$ cat src/rtl/ps2_cmd_pkg.sv
// Shared scancode constants, mode/pulse enums and key-decoding helpers
// for the PS/2 command decoder.
package ps2_cmd_pkg;

  typedef enum logic [1:0] {
    ST_IDLE   = 2'd0,
    ST_RUN    = 2'd1,
    ST_PAUSED = 2'd2,
    ST_MANUAL = 2'd3
  } state_t;

  typedef enum logic [1:0] {
    PULSE_NONE  = 2'd0,
    PULSE_START = 2'd1,
    PULSE_PAUSE = 2'd2,
    PULSE_CLEAR = 2'd3
  } pulse_t;

  // One decoded key event; rpt marks a typematic repeat of the last make.
  typedef struct packed {
    logic       valid;
    logic       ext;
    logic       brk;
    logic       rpt;
    logic [7:0] code;
  } key_event_t;

  // Prefixes and bytes the receiver may emit that never form a key event.
  localparam logic [7:0] SC_EXT   = 8'hE0;
  localparam logic [7:0] SC_BRK   = 8'hF0;

  // Plain (non-extended) keys.
  localparam logic [7:0] SC_ENTER = 8'h5A;
  localparam logic [7:0] SC_P     = 8'h4D;
  localparam logic [7:0] SC_R     = 8'h2D;
  localparam logic [7:0] SC_M     = 8'h3A;
  localparam logic [7:0] SC_N     = 8'h31;
  localparam logic [7:0] SC_BKSP  = 8'h66;
  localparam logic [7:0] SC_SPACE = 8'h29;
  localparam logic [7:0] SC_A     = 8'h1C;
  localparam logic [7:0] SC_W     = 8'h1D;
  localparam logic [7:0] SC_S     = 8'h1B;
  localparam logic [7:0] SC_D     = 8'h23;

  // Extended arrow keys.
  localparam logic [7:0] SC_LEFT  = 8'h6B;
  localparam logic [7:0] SC_UP    = 8'h75;
  localparam logic [7:0] SC_DOWN  = 8'h72;
  localparam logic [7:0] SC_RIGHT = 8'h74;

  // Bit positions inside the move bitmap.
  localparam logic [1:0] MOVE_LEFT  = 2'd0;
  localparam logic [1:0] MOVE_UP    = 2'd1;
  localparam logic [1:0] MOVE_DOWN  = 2'd2;
  localparam logic [1:0] MOVE_RIGHT = 2'd3;

  // Keyboard self-test, ack, echo, resend and error bytes.
  function automatic logic is_noise(input logic [7:0] code);
    return (code == 8'hAA) || (code == 8'hFA) || (code == 8'hEE) ||
           (code == 8'hFE) || (code == 8'h00) || (code == 8'hFF);
  endfunction

  // Returns {hit, value[3:0]} for the top-row digit keys.
  function automatic logic [4:0] digit_of(input logic [7:0] code);
    logic [4:0] r;
    case (code)
      8'h45:   r = 5'h10;
      8'h16:   r = 5'h11;
      8'h1E:   r = 5'h12;
      8'h26:   r = 5'h13;
      8'h25:   r = 5'h14;
      8'h2E:   r = 5'h15;
      8'h36:   r = 5'h16;
      8'h3D:   r = 5'h17;
      8'h3E:   r = 5'h18;
      8'h46:   r = 5'h19;
      default: r = 5'h00;
    endcase
    return r;
  endfunction

  // Returns {hit, bit[1:0]} for WASD (plain) or arrow (extended) keys.
  function automatic logic [2:0] move_of(input logic ext, input logic [7:0] code);
    logic [2:0] r;
    r = 3'b000;
    if (ext) begin
      case (code)
        SC_LEFT:  r = {1'b1, MOVE_LEFT};
        SC_UP:    r = {1'b1, MOVE_UP};
        SC_DOWN:  r = {1'b1, MOVE_DOWN};
        SC_RIGHT: r = {1'b1, MOVE_RIGHT};
        default:  r = 3'b000;
      endcase
    end else begin
      case (code)
        SC_A:    r = {1'b1, MOVE_LEFT};
        SC_W:    r = {1'b1, MOVE_UP};
        SC_S:    r = {1'b1, MOVE_DOWN};
        SC_D:    r = {1'b1, MOVE_RIGHT};
        default: r = 3'b000;
      endcase
    end
    return r;
  endfunction

endpackage

$ cat src/rtl/ps2_key_event.sv
// Folds E0/F0 prefixes into single key events and flags typematic repeats.
// The event is presented combinationally in the cycle of the final byte so
// the decoder can register its reaction with one cycle of latency.
module ps2_key_event
  import ps2_cmd_pkg::*;
(
  input  logic       clk_in,
  input  logic       reset_n,
  input  logic [7:0] scancode,
  input  logic       scancode_valid,
  output key_event_t key_ev
);

  logic       ext_q;
  logic       brk_q;
  logic       last_vld_q;
  logic       last_ext_q;
  logic [7:0] last_code_q;
  logic       is_prefix;
  logic       is_final;

  // Classify the incoming byte and assemble the event it completes.
  always_comb begin
    // NOTE: every signal assigned here gets a value on every path, otherwise a latch is inferred.
    is_prefix     = (scancode == SC_EXT) || (scancode == SC_BRK);
    is_final      = scancode_valid && !is_prefix && !is_noise(scancode);
    key_ev.valid  = is_final;
    key_ev.ext    = ext_q;
    key_ev.brk    = brk_q;
    key_ev.code   = scancode;
    key_ev.rpt    = !brk_q && last_vld_q && (last_code_q == scancode) && (last_ext_q == ext_q);
  end

  // Prefix flags and last-make memory; any break forgets the last make.
  always_ff @(posedge clk_in or negedge reset_n) begin
    // NOTE: state registers use non-blocking assignments so every flop samples pre-edge values.
    if (!reset_n) begin
      ext_q       <= 1'b0;
      brk_q       <= 1'b0;
      last_vld_q  <= 1'b0;
      last_ext_q  <= 1'b0;
      last_code_q <= 8'h00;
    end else if (scancode_valid && !is_noise(scancode)) begin
      if (scancode == SC_EXT) begin
        ext_q <= 1'b1;
      end else if (scancode == SC_BRK) begin
        brk_q <= 1'b1;
      end else begin
        ext_q <= 1'b0;
        brk_q <= 1'b0;
        if (brk_q) begin
          last_vld_q <= 1'b0;
        end else begin
          last_vld_q  <= 1'b1;
          last_ext_q  <= ext_q;
          last_code_q <= scancode;
        end
      end
    end
  end

endmodule

$ cat src/rtl/ps2_cmd_decoder.sv
// Turns PS/2 key events into a run/pause/manual mode FSM, stretched command
// pulses, a held-direction bitmap and a decimal file-number entry.
module ps2_cmd_decoder
  import ps2_cmd_pkg::*;
#(
  parameter int PULSE_CYCLES = 65535,
  parameter int FILE_DIGITS  = 2,
  parameter int FILE_ID_W    = 16
) (
  input  logic                 clk_in,
  input  logic                 reset_n,
  input  logic [7:0]           scancode,
  input  logic                 scancode_valid,
  output logic                 start,
  output logic                 pause,
  output logic                 clear,
  output logic [1:0]           state,
  output logic [3:0]           move,
  output logic                 modify,
  output logic [FILE_ID_W-1:0] file_id,
  output logic [FILE_ID_W-1:0] entry_val,
  output logic [2:0]           entry_cnt
);

  localparam int CNT_W = 20;

  key_event_t           key_ev;
  state_t               state_q, state_d;
  pulse_t               pulse_req, pulse_sel_q;
  logic [CNT_W-1:0]     pulse_cnt_q;
  logic                 mk_cmd;
  logic                 clr_motion;
  logic [4:0]           dig;
  logic [2:0]           mv;
  logic [FILE_ID_W-1:0] entry_val_q, file_id_q;
  logic [2:0]           entry_cnt_q;
  logic [3:0]           move_q;
  logic                 modify_q;

  ps2_key_event u_key_event (
    .clk_in         (clk_in),
    .reset_n        (reset_n),
    .scancode       (scancode),
    .scancode_valid (scancode_valid),
    .key_ev         (key_ev)
  );

  assign mk_cmd     = key_ev.valid && !key_ev.brk && !key_ev.ext && !key_ev.rpt;
  assign clr_motion = mk_cmd && ((key_ev.code == SC_R) ||
                                 ((key_ev.code == SC_N) && (state_q == ST_MANUAL)));
  assign dig        = digit_of(key_ev.code);
  assign mv         = move_of(key_ev.ext, key_ev.code);

  // Mode register.
  always_ff @(posedge clk_in or negedge reset_n) begin
    if (!reset_n) state_q <= ST_IDLE;
    else          state_q <= state_d;
  end

  // Next mode and the command pulse requested by this event.
  always_comb begin
    state_d   = state_q;
    pulse_req = PULSE_NONE;
    if (mk_cmd) begin
      case (key_ev.code)
        SC_ENTER: if (state_q == ST_IDLE || state_q == ST_PAUSED) begin
          state_d   = ST_RUN;
          pulse_req = PULSE_START;
        end
        SC_P: if (state_q == ST_RUN) begin
          state_d   = ST_PAUSED;
          pulse_req = PULSE_PAUSE;
        end
        SC_R: begin
          state_d   = ST_IDLE;
          pulse_req = PULSE_CLEAR;
        end
        SC_M: if (state_q == ST_IDLE || state_q == ST_PAUSED) state_d = ST_MANUAL;
        SC_N: if (state_q == ST_MANUAL) state_d = ST_IDLE;
        default: ;
      endcase
    end
  end

  // Pulse outputs: only the most recent command is high while its counter runs.
  always_comb begin
    start = 1'b0;
    pause = 1'b0;
    clear = 1'b0;
    if (pulse_cnt_q != '0) begin
      case (pulse_sel_q)
        PULSE_START: start = 1'b1;
        PULSE_PAUSE: pause = 1'b1;
        PULSE_CLEAR: clear = 1'b1;
        default:     ;
      endcase
    end
  end

  // Pulse stretcher; a new command reloads the count and replaces the selector.
  always_ff @(posedge clk_in or negedge reset_n) begin
    if (!reset_n) begin
      pulse_cnt_q <= '0;
      pulse_sel_q <= PULSE_NONE;
    end else if (pulse_req != PULSE_NONE) begin
      pulse_cnt_q <= CNT_W'(PULSE_CYCLES);
      pulse_sel_q <= pulse_req;
    end else if (pulse_cnt_q != '0) begin
      pulse_cnt_q <= pulse_cnt_q - 1'b1;
    end
  end

  // File-number entry and commit on start.
  always_ff @(posedge clk_in or negedge reset_n) begin
    if (!reset_n) begin
      entry_val_q <= '0;
      entry_cnt_q <= '0;
      file_id_q   <= '0;
    end else if (mk_cmd && (key_ev.code == SC_R || key_ev.code == SC_BKSP)) begin
      entry_val_q <= '0;
      entry_cnt_q <= '0;
    end else if (pulse_req == PULSE_START) begin
      if (entry_cnt_q != '0) file_id_q <= entry_val_q;
      entry_val_q <= '0;
      entry_cnt_q <= '0;
    end else if (mk_cmd && dig[4] && state_q != ST_RUN && entry_cnt_q < 3'(FILE_DIGITS)) begin
      entry_val_q <= FILE_ID_W'(32'(entry_val_q) * 32'd10 + 32'(dig[3:0]));
      entry_cnt_q <= entry_cnt_q + 3'd1;
    end
  end

  // Held directions and modify, tracked only while in MANUAL.
  always_ff @(posedge clk_in or negedge reset_n) begin
    if (!reset_n) begin
      move_q   <= '0;
      modify_q <= 1'b0;
    end else if (clr_motion) begin
      move_q   <= '0;
      modify_q <= 1'b0;
    end else if (key_ev.valid && state_q == ST_MANUAL) begin
      if (mv[2]) move_q[mv[1:0]] <= !key_ev.brk;
      if (!key_ev.ext && key_ev.code == SC_SPACE) modify_q <= !key_ev.brk;
    end
  end

  assign state     = state_q;
  assign move      = move_q;
  assign modify    = modify_q;
  assign file_id   = file_id_q;
  assign entry_val = entry_val_q;
  assign entry_cnt = entry_cnt_q;

endmodule
$ cat config.mk
export PLATFORM = sky130hd
export DESIGN_NAME = ps2_cmd_decoder
export DESIGN_NICKNAME = d
export VERILOG_FILES = /design/src/rtl/ps2_cmd_pkg.sv /design/src/rtl/ps2_key_event.sv /design/src/rtl/ps2_cmd_decoder.sv
export SDC_FILE = /design/constraint.sdc
export NUM_CORES = 1
export LEC_CHECK = 0
export CAP_MARGIN = 15
export CORE_MARGIN = 2
export CORE_UTILIZATION = 55
export CTS_CLUSTER_DIAMETER = 80
export DETAILED_ROUTE_END_ITERATION = 16
export GPL_TIMING_DRIVEN = 0
export PLACE_DENSITY = 0.83
export RECOVER_POWER = 100
export SYNTH_ARGS = -nofsm -noshare
export SYNTH_HDL_FRONTEND = slang
export SYNTH_SLANG_ARGS = --single-unit
$ cat constraint.sdc
create_clock -name clk_in -period 4.9 [get_ports clk_in]
set_input_delay 1.225 -clock clk_in [delete_from_list [all_inputs] [get_ports clk_in]]
set_output_delay 1.225 -clock clk_in [all_outputs]
set_load 0.02 [all_outputs]
==> summary.md, run 1 <==
| Metric | Value |
|---|---|
| Status | complete, but fails checks |
| Failing checks | capacitance limit, slew limit |
| Max H-tree Level | 3 |
| Sequential cell area fraction in the yosys report | 0.372 |
| Gpl congestion | ~0.96 |
| Slew headroom | -0.351 |
| Final Cell Area | roughly 0.0059 mm^2 |
| Max-Cap Viols | 2 |
| Total CTS buffers | 9 |
| Residual DRC | 0 |
| Critical setup path kind | in -> reg |
| Antenna viol nets, final | 0 |
| Diode count | 0 |
| Die X | between 100 and 150 um |
| Net Count, Synth | roughly 590 |
| Initial Util | 0.561 |
| Clk sinks | between 70 and 80 |
| First-pass detailed-route iteration total | 5 |
| Hold Violations, Final | 0 |
| Die ar. | around 0.010 mm^2 |
| Final-report max-slew violation count | 79 |
| Root buffer cell | clkbuf_8 |
| # IOs | 56 |
| Clock slew at reported path FFs | ~0.08 ns |
| Final Total Pwr | 2480 uW |
| Synthesized netlist cell count | 544 |
| Total Routing Usage GR | 0.253 |
| Fill cells | around 790 |
| Cell Area, Synth | between 0.005 and 0.006 mm^2 |
| Placed Area | about 0.0058 mm^2 |
| Post-synth EDFFs | 0 |
| Final worst slack | between 0.2 and 0.3 ns |
| Final setup violation count | 0 |
| WL final | between 10,000 and 15,000 um |
| Clock Latency Late Sink | approximately 0.35 ns |
| DR WL/cell | ~17 um |
| Yosys warning total | 0 |
| CTS tree | built |
| Yosys reg bits | 76 |
| Avg Synthesized Cell Area | between 9 and 10 um^2 |
| Crit path time final | approximately 4.6 ns |
| Area grow syn2layout | 16.2% |
| Crit end category | flop |
| Die Span Y | around 100 um |
| Top post-synthesis cells by area | dfrtp_1 (37%), ha_1 (7.1%), nand2_1 (5.8%), xnor2_1 (5.3%), nor2_1 (3.3%) |
| Ys flop type | dfrtp_1 |
| Final core occ | 0.652 |
| Worst setup SP type | primary input |
| Leak | around 0.0027 uW |
| Worst Path Max Fanout | 10 |
| Peak supply drop | 0.000339 V |
| First-pass GRT wire length | a little over 20,000 um |
| Core area | between 0.009 and 0.01 mm^2 |
| Worst Tran Pin Value | approximately 2 ns |
| Arr. time, crit path | 4.84 ns |
| Critical path data required time | ~5 ns |
| Max clock buf depth | 2 |
| RSZ-0062 raised after global routing | false |
| Via density | between 6 and 7 |
| Post-synthesis cell type count | 72 |
| Fmax achieved | between 0.2 and 0.25 GHz |
| Most area-hungry cell type in the Yosys netlist | dfrtp_1 |
| DPL Wire Length | between 8000 and 9000 um |
| Initial antenna violation count | 0 |
| Nets | 650 |
| Asr flop ratio synth | 1.00 |
| Site Rows | 35 |
| Largest net degree at the start of global routing | 47 |
| Clk_skew | approximately 0.011 ns |
| Share of cells above drive strength 1 | 0.0769 |
| First DRT Iteration DRCs | approximately 170 |
| Grt ovf | 0 |
| Vias in the first global route | about 4,300 |
| DR vias | 4,394 |
| Hold crit path type | reg -> reg |
| DP Worst Slack | -0.0683 ns |
| Port bufs | 53 |
| Power density over the cells | 417 mW/mm^2 |
| Final worst-path cycle share | 0.940 |
| Top cell type's share of synthesized area | 0.372 |
[path summary, 6_finish.rpt]
check / from / endpoint / slack [ns] / depth (start not counted)
min: u_key_event.last_vld_q$_DFFE_PN0P_ / u_key_event.last_vld_q$_DFFE_PN0P_ / 0.49 / 2
max: scancode[6] / entry_val[15]$_DFFE_PN0P_ / 0.29 / 14
min reg2reg: u_key_event.last_vld_q$_DFFE_PN0P_ / u_key_event.last_vld_q$_DFFE_PN0P_ / 0.49 / 2
max reg2reg: entry_val[1]$_DFFE_PN0P_ / entry_val[15]$_DFFE_PN0P_ / 1.28 / 10
min in group asynchronous: reset_n / pulse_cnt_q[7]$_DFFE_PN0P_ / 1.29 / 1
max in group asynchronous: reset_n / entry_val[8]$_DFFE_PN0P_ / 0.84 / 2
[cell type report]
cell class,instances,area [um^2],share of cell area
clock buffers,10,128,0.0215
clock inverters,4,76.3,0.0128
flip-flops and latches,76,1900,0.320
inverters,9,33.8,0.00568
well taps,111,139,0.0234
multi-input cells,437,3030,0.510
plain buffers,21,97.6,0.0164
repair buffers,54,537,0.0903
[critical path, cell delays in order]
cell	delay (ns)
clkdlybuf4s50_1	0.54
clkbuf_1	0.38
clkbuf_1	0.42
nor2b_1	0.13
nand3_1	0.12
a21oi_1	0.10
ha_1	0.35
a21o_1	0.15
nand4_1	0.19
nor4_4	0.39
nand3_2	0.16
a2111oi_2	0.35
xnor2_1	0.14
a22o_1	0.19
[synthesized netlist by cell type (3+ instances only)]
| cell | n |
|---|---|
| buf_2 | 12 |
| nand3b_1 | 4 |
| o2111ai_1 | 5 |
| nor2b_1 | 8 |
| nand2b_1 | 12 |
| nor4_1 | 8 |
| xnor2_1 | 31 |
| dfrtp_1 | 76 |
| ha_1 | 29 |
| a211oi_1 | 4 |
| xor2_1 | 15 |
| mux2i_1 | 8 |
| o22ai_1 | 5 |
| inv_1 | 9 |
| or3_1 | 7 |
| nor3_1 | 14 |
| mux2_2 | 8 |
| o21ai_0 | 18 |
| a22o_1 | 17 |
| a21oi_1 | 22 |
| nor2_1 | 45 |
| o211a_1 | 3 |
| nand2_1 | 79 |
| mux2_1 | 10 |
| or4_1 | 5 |
| and3_1 | 3 |
| nand3_1 | 14 |
| nand4_1 | 3 |
| a21o_1 | 7 |
| clkbuf_1 | 4 |
| and2_1 | 4 |
[per-layer routing]
metal / share of wire / track usage
met1: 0.45 / 0.342
met2: 0.49 / 0.426
met3: 0.046 / 0.0341
met4: 0.015 / 0.0769
met5: 0 / 0
[layout by cell type, fill, tap and decap left out, types with 7 or more instances in the layout]
| cell | netlist | layout |
|---|---|---|
| nor4_1 | 8 | 8 |
| dlygate4sd3_1 | 0 | 45 |
| mux2i_1 | 8 | 8 |
| mux2_2 | 8 | 8 |
| a21o_1 | 7 | 7 |
| ha_1 | 29 | 29 |
| a22o_1 | 17 | 17 |
| clkbuf_8 | 0 | 9 |
| buf_2 | 12 | 9 |
| nand3_1 | 14 | 13 |
| nor3_1 | 14 | 14 |
| nor2_1 | 45 | 45 |
| mux2_1 | 10 | 10 |
| xor2_1 | 15 | 15 |
| or3_1 | 7 | 7 |
| dfrtp_1 | 76 | 76 |
| xnor2_1 | 31 | 31 |
| nor2b_1 | 8 | 8 |
| clkbuf_1 | 4 | 9 |
| o21ai_0 | 18 | 18 |
| clkdlybuf4s50_1 | 0 | 7 |
| nand2_1 | 79 | 79 |
| inv_1 | 9 | 9 |
| a21oi_1 | 22 | 22 |
| nand2b_1 | 12 | 12 |
[power breakdown]
group	internal [uW]	switching [uW]	leakage [uW]	total [uW]
combinational	473	625	0.00165	1100
sequential	731	129	0.000949	860
clock	283	240	0.0000984	522
total	1490	994	0.00270	2480
[kinds of logic (layout without fill, tap and decap cells)]
kind of cell | Yosys count | after routing | share of synthesized area
simple gates | 228 | 228 | 0.234
xor+xnor | 46 | 46 | 0.0788
buf+inv | 31 | 98 | 0.0289
compound gates | 106 | 106 | 0.152
flops | 76 | 76 | 0.372
mux | 26 | 26 | 0.0553
fa+ha+maj | 31 | 31 | 0.0788
[state kept, by name, summed over array words and instances, names as in the netlist]
register                 cells
pulse_cnt_q                 20
entry_val                   16
file_id                     16
u_key_event.last_code_q      8
move                         4
entry_cnt                    3
pulse_sel_q                  2
state                        2
modify                       1
u_key_event.brk_q            1
u_key_event.ext_q            1
u_key_event.last_ext_q       1
u_key_event.last_vld_q       1
[per-stage QoR]
stage          hold WS [ns]  TNS, ns  instances
2_1_floorplan         0.439        0        544
3_3_place_gp          0.462    -1.03        708
6_report              0.486        0        722
5_1_grt               0.497        0        722
4_1_cts               0.494        0        723
3_5_place_dp          0.475  -0.0683        709
[repair_timing]
action                                  CTS  global route
setup buffers                             0             0
resized for setup                         0             2
endpoints found under the hold margin     0             0
endpoints found under the setup margin    0             1
hold buffers                              0             0
Power figures use the tool's default switching activity.
==> run 2, diff against run 1 <==
PLACE_DENSITY = 0.85   (was 0.83)
==> summary.md, run 2 (synthesis results as in run 1) <==
| Metric | Value |
|---|---|
| Diode count | 0 |
| Arr. time, crit path | between 4 and 5 ns |
| Antenna viol nets, final | 0 |
| Crit path time final | ~4.6 ns |
| Final worst-path cycle share | 0.931 |
| HP Start | file_id[0]$_DFFE_PN0P_ |
| Worst Hold End | file_id[0]$_DFFE_PN0P_ |
| Status | complete, but fails checks |
| Clk_skew | about 0.016 ns |
| WL final | approximately 12,000 um |
| Nets | 650 |
| Hold path depth | 1 |
| Power density over the cells | around 410 mW/mm^2 |
| Final Total Pwr | roughly 2400 uW |
| Final-report max-slew violation count | 55 |
| Die Span Y | between 100 and 150 um |
| Largest net degree at the start of global routing | 55 |
| Reg2Reg Capture Point | entry_val[15]$_DFFE_PN0P_ |
| Clk sinks | 76 |
| Clock Latency Late Sink | between 0.3 and 0.4 ns |
| Core area | between 0.009 and 0.01 mm^2 |
| Site Rows | 35 |
| First-pass detailed-route iteration total | 5 |
| Failing checks | capacitance limit, slew limit |
| Peak supply drop | between 0.0005 and 0.0006 V |
| Final core occ | 0.647 |
| Die X | 100 um |
| First-pass GRT wire length | 21,000 um |
| Hold_buf cts | 0 |
| Leak | around 0.0027 uW |
| Total CTS buffers | 9 |
| Area grow syn2layout | 15.3% |
| Largest Register | pulse_cnt_q |
| Worst setup SP type | primary input |
| Critical path data required time | ~5.1 ns |
| Via density | ~6.1 |
| Residual DRC | 0 |
| Reg2Reg Depth | 10 |
| Hold crit path type | reg -> reg |
| Max clock buf depth | 2 |
| Hold Violations, Final | 0 |
| Postcts setup bufs | 0 |
| Root buffer cell | clkbuf_8 |
| Die ar. | around 0.010 mm^2 |
| Max H-tree Level | 3 |
| Total Routing Usage GR | 0.258 |
| DR vias | between 4,000 and 5,000 |
| Share of cells above drive strength 1 | 0.0767 |
| Final setup violation count | 0 |
| Max-Cap Viols | 1 |
| Grt ovf | 0 |
| Hold_ws | 0.491 ns |
| DPL Wire Length | ~9200 um |
| Max reg flops | 20 |
| DR WL/cell | around 17 um |
| First DRT Iteration DRCs | 257 |
| Port bufs | 53 |
| RSZ-0062 raised after global routing | false |
| Fmax achieved | ~0.22 GHz |
| Crit end category | flop |
| Most frequent cells in the layout | nand2_1 (79), dfrtp_1 (76), dlygate4sd3_1 (46), nor2_1 (45), xnor2_1 (31) |
| Initial antenna violation count | 0 |
| Slew headroom | -0.545 |
| Initial Util | 0.561 |
| Worst Tran Pin Value | 2.32 ns |
| Vias in the first global route | 4,274 |
| R2r setup slk | between 1 and 1.5 ns |
| Reg-to-reg startpoint | entry_val[1]$_DFFE_PN0P_ |
| # IOs | 56 |
| Leading cell type in the layout, fill and taps excluded | nand2_1 |
| Critical setup path kind | in -> reg |
| Worst Path Max Fanout | 10 |
| CTS tree | built |
| Clock slew at reported path FFs | approximately 0.090 ns |
| Gpl congestion | a little under 1 |
==> run 2: cell type report <==
cell class	instances	area, um^2
Fill cell	752	3210
Tap cell	111	139
Buffer	21	97.6
Clock inverter	5	37.5
Inverter	9	33.8
Sequential cell	76	1900
Multi-Input combinational cell	437	3020
Timing Repair Buffer	54	537
Clock buffer	11	131
==> run 2: report_power, final <==
group	internal, uW	switching [uW]
combinational	475	617
clock	186	244
sequential	731	134
total	1390	995
==> run 2: per-stage QoR <==
stage          worst slack (ns)  instance area [um^2]  setup TNS [ns]  instances
2_1_floorplan             0.854                  5110               0        544
3_5_place_dp             -0.102                  5810          -0.102        709
5_1_grt                  0.0621                  5890               0        724
6_report                  0.340                  5890               0        724
4_1_cts                   0.295                  5980               0        725
3_3_place_gp            -0.0107                  5780         -0.0107        708
==> run 2: worst max path at each step <==
stage                start                   endpoint  slack, ns  cells past startpoint
2_1_floorplan  scancode[4]  entry_val[15]$_DFFE_PN0P_       0.85                     12
3_3_place_gp   scancode[3]  entry_val[15]$_DFFE_PN0P_      -0.01                     14
3_5_place_dp   scancode[3]  entry_val[15]$_DFFE_PN0P_      -0.10                     14
4_1_cts        scancode[3]  entry_val[15]$_DFFE_PN0P_       0.30                     14
5_1_grt        scancode[0]  entry_val[15]$_DFFE_PN0P_       0.06                     16
6_report       scancode[6]  entry_val[15]$_DFFE_PN0P_       0.34                     14
==> run 2: worst max-delay path: stages <==
cell and delay [ns]:
dlygate4sd3_1 0.59, buf_2 0.25, clkbuf_1 0.40, nor2b_1 0.15
nand3_1 0.12, a21oi_1 0.10, ha_1 0.36, a21o_1 0.15
nand4_1 0.16, nor4_2 0.40, nand3_1 0.22, a2111oi_2 0.36
xnor2_1 0.12, a22o_1 0.19
==> run 2: what timing repair did <==
item                                    in CTS  in global routing
endpoints found under the setup margin       0                  1
resized for setup                            0                  0
endpoints found under the hold margin        0                  0
==> run 2: per-layer routing <==
layer / wire (um) / vias up / GRT usage / part of all wire
met1: 5360 / 2146 / 0.344 / 0.43
met5: 0 / - / 0 / 0
met2: 6300 / 129 / 0.439 / 0.51
li1: - / 2105 / - / -
met4: 146 / 0 / 0.0748 / 0.012
met3: 630 / 11 / 0.0376 / 0.051
==> run 3, diff against run 2 <==
PLACE_DENSITY = 0.81   (was 0.85)
==> summary.md, run 3 (synthesis results as in run 1) <==
| Metric | Value |
|---|---|
| Hold crit path type | reg -> reg |
| DR WL/cell | 16.8 um |
| WL final | approximately 12,000 um |
| Clk sinks | 76 |
| Total CTS buffers | 9 |
| Vias in the first global route | about 4,300 |
| Diode count | 0 |
| # resized after CTS | 0 |
| Fmax achieved | roughly 0.21 GHz |
| Clock Latency Late Sink | approximately 0.36 ns |
| Critical path data required time | ~5.1 ns |
| Status | complete, but fails checks |
| DPL Wire Length | roughly 9100 um |
| Crit path time final | approximately 4.7 ns |
| Max H-tree Level | 3 |
| Leading cell type in the layout, fill and taps excluded | nand2_1 |
| Final core occ | 0.654 |
| Cell-by-cell trace of the critical path | clkdlybuf4s50_1 > buf_2 > clkbuf_1 > a32oi_1 > nor3_1 > ha_1 > fa_1 > a21o_1 > nand4_1 > nor4_2 > nand3_1 > a2111oi_2 > xnor2_1 > a22o_1 |
| Grt ovf | 0 |
| Root buffer cell | clkbuf_8 |
| Worst Tran Pin Value | 2.44 ns |
| First-pass detailed-route iteration total | 5 |
| Peak supply drop | between 0.0003 and 0.0004 V |
| Total Routing Usage GR | 0.252 |
| Most frequent cells in the layout | nand2_1 (79), dfrtp_1 (76), nor2_1 (45), dlygate4sd3_1 (45), xnor2_1 (31) |
| Via density | 6.09 |
| Die ar. | roughly 0.01 mm^2 |
| Share of cells above drive strength 1 | 0.0765 |
| Port bufs | between 50 and 60 |
| Dpl cells | just over 700 |
| Worst Path Max Fanout | 10 |
| Final-report max-slew violation count | between 50 and 60 |
| Final worst-path cycle share | 0.953 |
| Power density over the cells | between 400 and 500 mW/mm^2 |
| DR vias | 4,415 |
| Residual DRC | 0 |
| Final Cell Area | around 0.0060 mm^2 |
| CP max stage cell | clkdlybuf4s50_1 |
| Area grow syn2layout | 16.5% |
| Critical setup path kind | in -> reg |
| Site Rows | 35 |
| Leak | approximately 0.0027 uW |
| Gpl congestion | between 0.9 and 1 |
| Initial Util | 0.561 |
| Hold Violations, Final | 0 |
| Die X | roughly 100 um |
| First DRT Iteration DRCs | 240 |
| Max clock buf depth | 2 |
| Largest net degree at the start of global routing | between 50 and 60 |
| Postcts setup bufs | 0 |
| Die Span Y | around 100 um |
| Hold_buf cts | 0 |
| Core area | around 0.009 mm^2 |
| CP top delay family | buffers and inverters |
| Max-Cap Viols | 1 |
| Arr. time, crit path | 4.91 ns |
| Initial antenna violation count | 0 |
| First-pass GRT wire length | around 20,000 um |
| WP buf/inv | 3 |
| Crit-path max cell delay | around 0.54 ns |
| Placed Area | around 0.0058 mm^2 |
| Non-filler instance count after layout | approximately 730 |
| Worst setup SP type | primary input |
| Crit end category | flop |
| Failing checks | capacitance limit, slew limit |
| Slew headroom | -0.629 |
| Clock slew at reported path FFs | around 0.08 ns |
| # IOs | between 50 and 60 |
| Nets | approximately 650 |
| Largest Register | pulse_cnt_q |
| CTS tree | built |
| RSZ-0062 raised after global routing | false |
| Final setup violation count | 0 |
| Clk_skew | approximately 0.011 ns |
| Antenna viol nets, final | 0 |
| Max reg flops | 20 |
==> run 3: cell count changes in the layout (fill, tap and decap cells not counted), sizes merged <==
cell and change:
dlygate4sd3 -1, clkinvlp -1, clkinv -1, bufinv +2, buf -1, clkdlybuf4s50 +1
clkbuf +1, inv +1
==> run 3: path summary, 6_finish.rpt <==
check | start | to | slack (ns) | cells after the start
worst min-delay path | file_id[0]$_DFFE_PN0P_ | file_id[0]$_DFFE_PN0P_ | 0.49 | 1
worst min register to register | file_id[0]$_DFFE_PN0P_ | file_id[0]$_DFFE_PN0P_ | 0.49 | 1
min in group asynchronous | reset_n | pulse_cnt_q[5]$_DFFE_PN0P_ | 1.03 | 1
worst max register to register | entry_val[1]$_DFFE_PN0P_ | entry_val[15]$_DFFE_PN0P_ | 1.19 | 10
worst max-delay path | scancode[3] | entry_val[15]$_DFFE_PN0P_ | 0.23 | 14
max in group asynchronous | reset_n | file_id[8]$_DFFE_PN0P_ | 0.88 | 2
==> run 3: final cells by class <==
| class | count | area [um^2] |
|---|---|---|
| Sequential cell | 76 | 1900 |
| Inverter | 9 | 33.8 |
| Timing Repair Buffer | 54 | 537 |
| Clock inverter | 6 | 93.8 |
| Tap cell | 111 | 139 |
| Multi-Input combinational cell | 437 | 3020 |
| Fill cell | 769 | 3150 |
| Clock buffer | 10 | 138 |
| Buffer | 22 | 98.8 |
==> run 3: routing by layer <==
layer | routed length [um] | share of wire | vias up | global-route usage
met4 | 173 | 0.014 | 0 | 0.0854
met1 | 5250 | 0.43 | 2136 | 0.338
met2 | 6120 | 0.50 | 156 | 0.422
met5 | 0 | 0 | - | 0
li1 | - | - | 2106 | -
met3 | 639 | 0.052 | 17 | 0.0355
==> run 3: power breakdown <==
part,switching (uW),internal [uW]
sequential,131,731
clock,246,305
combinational,616,472
==> run 3: through the flow <==
| stage | hold WS (ns) | setup TNS [ns] | worst slack [ns] | total power, uW |
|---|---|---|---|---|
| after floorplan | 0.439 | 0 | 0.854 | 1640 |
| after global placement | 0.464 | -1.51 | -0.0272 | 1930 |
| after detailed placement | 0.481 | -0.0640 | -0.0640 | 1970 |
| after CTS | 0.501 | 0 | 0.308 | 2540 |
| after global routing | 0.506 | 0 | 0.0430 | 2670 |
| final | 0.489 | 0 | 0.232 | 2500 |
